<file path="src/rtl/seg_adder_fu.sv">
// Segmented SIMD adder/subtractor: lanes fuse into power-of-two groups chosen per beat.
// Two-stage pipeline: S1 registers per-lane carry-select sums, S2 resolves group carries.
module seg_adder_fu #(
  parameter int WIDTH = 16,
  parameter int LANES = 4,
  parameter int MW    = 2
) (
  input  logic                   clk,
  input  logic                   reset_n,
  input  logic                   in_valid,
  output logic                   in_ready,
  input  logic [LANES*WIDTH-1:0] in_a,
  input  logic [LANES*WIDTH-1:0] in_b,
  input  logic [MW-1:0]          in_mode,
  input  logic                   in_sub,
  output logic                   out_valid,
  input  logic                   out_ready,
  output logic [LANES*WIDTH-1:0] out_sum,
  output logic [LANES-1:0]       out_carry,
  output logic [LANES-1:0]       out_ovf,
  output logic                   out_err,
  output logic [31:0]            beat_cnt
);
  localparam int LW = $clog2(LANES);

  logic                   s1_valid_reg;
  logic [LANES*WIDTH-1:0] s1_sum0_reg, s1_sum1_reg;
  logic [LANES-1:0]       s1_c0_reg, s1_c1_reg, s1_amsb_reg, s1_bmsb_reg;
  logic [MW-1:0]          s1_mode_reg;
  logic                   s1_sub_reg;

  logic adv1, adv2, accept;
  assign adv2     = !out_valid || out_ready;
  assign adv1     = !s1_valid_reg || adv2;
  assign in_ready = adv1;
  assign accept   = in_valid && adv1;

  // S1 combinational: both carry-in hypotheses for every lane
  logic [LANES*WIDTH-1:0] sum0_next, sum1_next;
  logic [LANES-1:0]       c0_next, c1_next, amsb_next, bmsb_next;

  generate
    for (genvar gi = 0; gi < LANES; gi++) begin : g_lane
      logic [WIDTH-1:0] a_l, b_l;
      assign a_l = in_a[gi*WIDTH +: WIDTH];
      assign b_l = in_sub ? ~in_b[gi*WIDTH +: WIDTH] : in_b[gi*WIDTH +: WIDTH];
      assign {c0_next[gi], sum0_next[gi*WIDTH +: WIDTH]} = {1'b0, a_l} + {1'b0, b_l};
      assign {c1_next[gi], sum1_next[gi*WIDTH +: WIDTH]} =
        {1'b0, a_l} + {1'b0, b_l} + (WIDTH+1)'(1);
      assign amsb_next[gi] = a_l[WIDTH-1];
      assign bmsb_next[gi] = b_l[WIDTH-1];
    end
  endgenerate

  always_ff @(posedge clk or negedge reset_n) begin
    if (!reset_n) begin
      s1_valid_reg <= 1'b0;
      s1_sum0_reg  <= '0;
      s1_sum1_reg  <= '0;
      s1_c0_reg    <= '0;
      s1_c1_reg    <= '0;
      s1_amsb_reg  <= '0;
      s1_bmsb_reg  <= '0;
      s1_mode_reg  <= '0;
      s1_sub_reg   <= 1'b0;
    end else if (adv1) begin
      s1_valid_reg <= in_valid;
      if (accept) begin
        s1_sum0_reg <= sum0_next;
        s1_sum1_reg <= sum1_next;
        s1_c0_reg   <= c0_next;
        s1_c1_reg   <= c1_next;
        s1_amsb_reg <= amsb_next;
        s1_bmsb_reg <= bmsb_next;
        s1_mode_reg <= in_mode;
        s1_sub_reg  <= in_sub;
      end
    end
  end

  // S2 combinational: ripple the lane carries, restarting at each group's lowest lane
  logic                   mode_ok;
  logic [LW-1:0]          grp_mask;
  logic [LANES*WIDTH-1:0] sum_next;
  logic [LANES-1:0]       carry_next, ovf_next;

  assign mode_ok  = (s1_mode_reg <= MW'(LW));
  assign grp_mask = ~({LW{1'b1}} << s1_mode_reg);

  always_comb begin
    logic cin, cout, msb;
    sum_next   = '0;
    carry_next = '0;
    ovf_next   = '0;
    cin        = s1_sub_reg;
    for (int k = 0; k < LANES; k++) begin
      if ((LW'(k) & grp_mask) == '0) cin = s1_sub_reg;
      cout = cin ? s1_c1_reg[k] : s1_c0_reg[k];
      sum_next[k*WIDTH +: WIDTH] = cin ? s1_sum1_reg[k*WIDTH +: WIDTH]
                                       : s1_sum0_reg[k*WIDTH +: WIDTH];
      msb = sum_next[k*WIDTH + WIDTH - 1];
      if ((LW'(k) & grp_mask) == grp_mask) begin
        carry_next[k] = cout;
        ovf_next[k]   = cout ^ (msb ^ s1_amsb_reg[k] ^ s1_bmsb_reg[k]);
      end
      cin = cout;
    end
  end

  always_ff @(posedge clk or negedge reset_n) begin
    if (!reset_n) begin
      out_valid <= 1'b0;
      out_sum   <= '0;
      out_carry <= '0;
      out_ovf   <= '0;
      out_err   <= 1'b0;
    end else if (adv2) begin
      out_valid <= s1_valid_reg;
      if (s1_valid_reg) begin
        out_sum   <= mode_ok ? sum_next : '0;
        out_carry <= mode_ok ? carry_next : '0;
        out_ovf   <= mode_ok ? ovf_next : '0;
        out_err   <= !mode_ok;
      end
    end
  end

  always_ff @(posedge clk or negedge reset_n) begin
    if (!reset_n) begin
      beat_cnt <= '0;
    end else if (out_valid && out_ready) begin
      beat_cnt <= beat_cnt + 32'd1;
    end
  end

endmodule

</file>
<file path="config.mk">
export PLATFORM = sky130hd
export DESIGN_NAME = seg_adder_fu
export DESIGN_NICKNAME = d
export VERILOG_FILES = /design/src/rtl/seg_adder_fu.sv
export SDC_FILE = /design/constraint.sdc
export NUM_CORES = 1
export LEC_CHECK = 0
export CAP_MARGIN = 20
export CORE_MARGIN = 2
export CORE_UTILIZATION = 30
export CTS_CLUSTER_DIAMETER = 200
export DETAILED_ROUTE_END_ITERATION = 12
export PLACE_DENSITY = 0.57
export SLEW_MARGIN = 20
export SYNTH_ARGS = -nofsm -noshare
export SYNTH_HDL_FRONTEND = slang
export SYNTH_SLANG_ARGS = --single-unit
</file>
<file path="constraint.sdc">
create_clock -name clk -period 2.5 [get_ports clk]
set_input_delay 0.375 -clock clk [delete_from_list [all_inputs] [get_ports clk]]
set_output_delay 0.375 -clock clk [all_outputs]
set_load 0.05 [all_outputs]
</file>
==> impl_summary.md, run 1 <==
Power and ir drop
After layout, the design draws a total of 20.4 mW. VDD sags by at most 472 uV. Summed over all cells, the static leakage comes to 10.5 nW. Power spread over the standard cell area amounts to 867 nW/um2.

Critical path
Across all register-to-register paths, the minimum setup slack is 80 ps. Along the worst path, the maximum fanout reaches 5. The data arrival time of the critical path is 3280 ps.

By startpoint and endpoint, the worst setup path is classified as input port to flip-flop. In this run the critical register-to-register path is captured at out_sum[50]. The worst setup path is captured at a flip-flop. The required time at the endpoint of the critical path is 2940 ps. In this run the critical register-to-register path is launched from s1_mode_reg[1]. STA classifies the critical path startpoint as an input port. The path depth of the worst reg2reg path is 10.

Outcome
The run finished, with violations left. The final reports fail on setup timing.

Synth
The instance count of the mapped netlist is 1,553. The post-synthesis sequential element count is 254. The part of the Yosys area used for sequential elements is 42.0%. The main flop type after synthesis is dfrtp_1. The Yosys warning count is 0.

The async set-or-reset flop fraction in the synthesized netlist is 100%. A synthesized cell averages 9.74 um2. The synthesized net count is 1,765. The synthesized netlist occupies a cell area of 15,100 um2. Counting flops with a built-in enable in the synthesized netlist gives 0. Synthesis instantiated 74 different standard cells from the library.

Global route
Entering global routing, the biggest net connects 79 pins. Global routing used 16.5% of the available tracks across all layers. The total congestion overflow after global routing is 0. The initial antenna violation count came to 0. The number of global-route vias before repair came to 13,700. The global-route wire length before repair is 70.9 mm.

Die
The die covers 52,200 um2. The effective utilization at floorplan is 30.3%. The horizontal extent of the die is 229 um. From bottom edge to top edge, the die measures 229 um. The initialized floorplan defines 82 standard-cell rows. The core region area is 50,000 um2.

242 I/O pins were placed.

Placed design
Input and output buffers added on the ports amount to 241. The worst slack after detailed placement is -1350 ps. The final HPWL from detailed placement is 32.0 mm. At the end of routability-driven placement, the weighted congestion stood at 0.819.

The standard cell area after detailed placement is 20,900 um2.

Timing
After layout, the worst setup slack is -344 ps. The clock arrives with 9.77 ps of skew. The max-slew violation count is 0.

The shortest period the worst path allows is 2840 ps. The actual slew at the worst max-slew pin is 605 ps. For this run, the top clock speed supported by timing is 0.352 GHz. Setup repair after global routing could not meet its margin everywhere. In the finished design, the share of the clock period the worst path needs comes to 114%.

The number of hold-slack violations in the final timing report came to 0. The total negative setup slack is -5050 ps. Headroom to the max-slew limit came out at 59.5%.

The final setup violation count is 34.

Detailed routing
In the final routed layout, each cell accounts on average for 15.6 um. The count of nets left with antenna violations once routing finished came out at 0. The final routed wirelength across all metal layers is 44.1 mm. The total DRC errors in the routed layout is 0.

In the routed layout, each cell is associated on average with a via count of 4.67. The first detailed-routing pass ran for 4 iterations. The detailed router placed 13,200 vias in this run. The violation count after the first detailed-routing iteration is 540.

Clock network
The sink count of the clock tree is 254. TritonCTS built the clock tree. In this run, CTS created clock tree buffers numbering 29.

The root buffer cell is clkbuf_16. The total number of H-tree levels is 1. Clock-pin slew was measured on the worst setup and hold paths at 60 ps. The clock network latency to the later pin of the worst-skew pair is 550 ps.

Counting along the longest clock path gives a buffer depth of 3.

Worst hold path
In this run the most critical hold path is launched from in_a[32]. The worst hold-check path type is input port to flip-flop. The worst hold path passes through 4 cells. The end of the worst hold path is s1_sum1_reg[32].

Run
The number of max-capacitance violations reported is 0.

Layout
Relative to the synthesized area, the layout overhead comes to 55.7%. After routing the design area is 23,500 um2. The top cell types in the final layout, fill and taps aside, are buf_4 (322), dfrtp_1 (253), nand2_1 (209), clkdlybuf4s50_1 (205), o21ai_0 (114).

The library cell used most frequently in the layout, excluding fill and tap cells, is buf_4. The filler cells instantiated in the layout total 4,677. The number of nets in the final layout is 2,342. Of the cells placed in the final design, the portion with a size suffix greater than 1 is 32.0%.
-- Yosys cell counts, types with 6 or more instances --
cell type / n / share of area, %
o21ai_0: 168 / 5.6
nand2_1: 218 / 5.4
a211oi_1: 7 / 0.35
ha_1: 73 / 6.0
mux2_2: 64 / 4.8
nand2b_1: 10 / 0.41
o21ai_1: 12 / 0.40
nand4_1: 11 / 0.45
xor2_1: 106 / 6.1
nor3_1: 25 / 0.83
xnor2_1: 107 / 6.2
nor2_1: 66 / 1.6
or3_1: 8 / 0.33
a31oi_1: 7 / 0.29
and3_1: 18 / 0.74
o31ai_1: 8 / 0.40
and2_1: 7 / 0.29
nor4_1: 7 / 0.29
mux2i_1: 73 / 4.8
o21a_1: 12 / 0.60
clkbuf_1: 47 / 1.2
o211ai_1: 9 / 0.45
nor2b_1: 8 / 0.33
buf_1: 6 / 0.15
a21oi_1: 43 / 1.4
inv_1: 33 / 0.82
dfrtp_1: 254 / 42
nand3_1: 47 / 1.6
a21o_1: 18 / 0.89
-- critical path: stages --
cell      delay [ps]
buf_16           140
buf_6            140
xor2_1           140
ha_1             360
nor2b_4          170
o31ai_4          270
buf_6            160
nand3_2           70
o311a_4          130
or4b_4           580
nor4_4           190
nand4b_1         150
mux2i_1          140
mux2_4           270
-- metrics by stage --
step | std cells | utilization, % | hold WS [ps]
after floorplan | 1553 | - | 79.4
after global placement | 2698 | 41.8 | 390
after detailed placement | 2698 | 41.8 | 400
after CTS | 2803 | 45.8 | 366
after global routing | 2822 | 47.1 | 377
final | 2823 | 47.1 | 366
-- where the power goes --
group / total (mW) / switching [mW] / leakage [nW] / internal (mW)
Combinational: 9.81 / 5.29 / 6.82 / 4.52
Sequential: 6.22 / 0.855 / 3.16 / 5.37
Clock: 4.38 / 1.72 / 0.486 / 2.66
-- area by class of cell --
type | count | area [um2] | share of cell area [%]
well taps | 672 | 841 | 3.57
multi-input cells | 1205 | 9770 | 41.5
repair buffers | 607 | 5470 | 23.2
clock buffers | 41 | 851 | 3.61
diodes | 1 | 2.50 | 0.0106
flip-flops and latches | 254 | 6360 | 27.0
clock inverters | 10 | 131 | 0.558
inverters | 33 | 124 | 0.526
-- worst max-delay path by stage --
stage	startpoint	end	slack, ps	cells after the start
finish	in_sub	s1_c1_reg[0]	-340	14
global route	in_b[7]	s1_c1_reg[0]	-440	11
CTS	in_sub	s1_sum1_reg[46]	-310	14
detailed placement	in_b[0]	s1_c1_reg[0]	-1350	14
global placement	in_b[0]	s1_c1_reg[0]	-1310	14
floorplan	in_sub	s1_c1_reg[0]	-1020	14
-- logic make-up after synthesis --
family | Yosys count | share of synthesized area (%)
AOI/OAI and AO/OA | 326 | 13.1
xor gates and xnor gates | 213 | 12.3
adders and majority gates | 77 | 6.57
buffers and inverters | 94 | 2.45
DFF | 254 | 42.0
muxes | 137 | 9.59
and+or+nand+nor | 452 | 14.0
-- what timing repair did --
| action | 4_1_cts | 5_1_grt |
|---|---|---|
| endpoints found under the setup margin | 72 | 60 |
| resized for setup | 174 | 108 |
| hold buffers | 1 | 0 |
| pin swaps | 111 | 95 |
| endpoints found under the hold margin | 58 | 0 |
| gates cloned | 1 | 1 |
| buffers inserted | 53 | 22 |
-- per-layer routing --
metal | share of wire (%) | GRT usage, %
met1 | 46 | 21.5
met4 | 2.3 | 4.49
met3 | 3.4 | 2.10
met2 | 48 | 28.6
met5 | 0 | 0
Note: power is estimated with default switching activity, not from simulation.
==> inputs of run 2 (changes only) <==
--- a/config.mk
+++ b/config.mk
@@ -11,7 +11,7 @@
 export CTS_CLUSTER_DIAMETER = 200
 export DETAILED_ROUTE_END_ITERATION = 12
 export PLACE_DENSITY = 0.57
-export SLEW_MARGIN = 20
+export SLEW_MARGIN = 5
 export SYNTH_ARGS = -nofsm -noshare
 export SYNTH_HDL_FRONTEND = slang
 export SYNTH_SLANG_ARGS = --single-unit
==> results of run 2 <==
The final DEF is identical to that of run 1; final timing and power are the same.
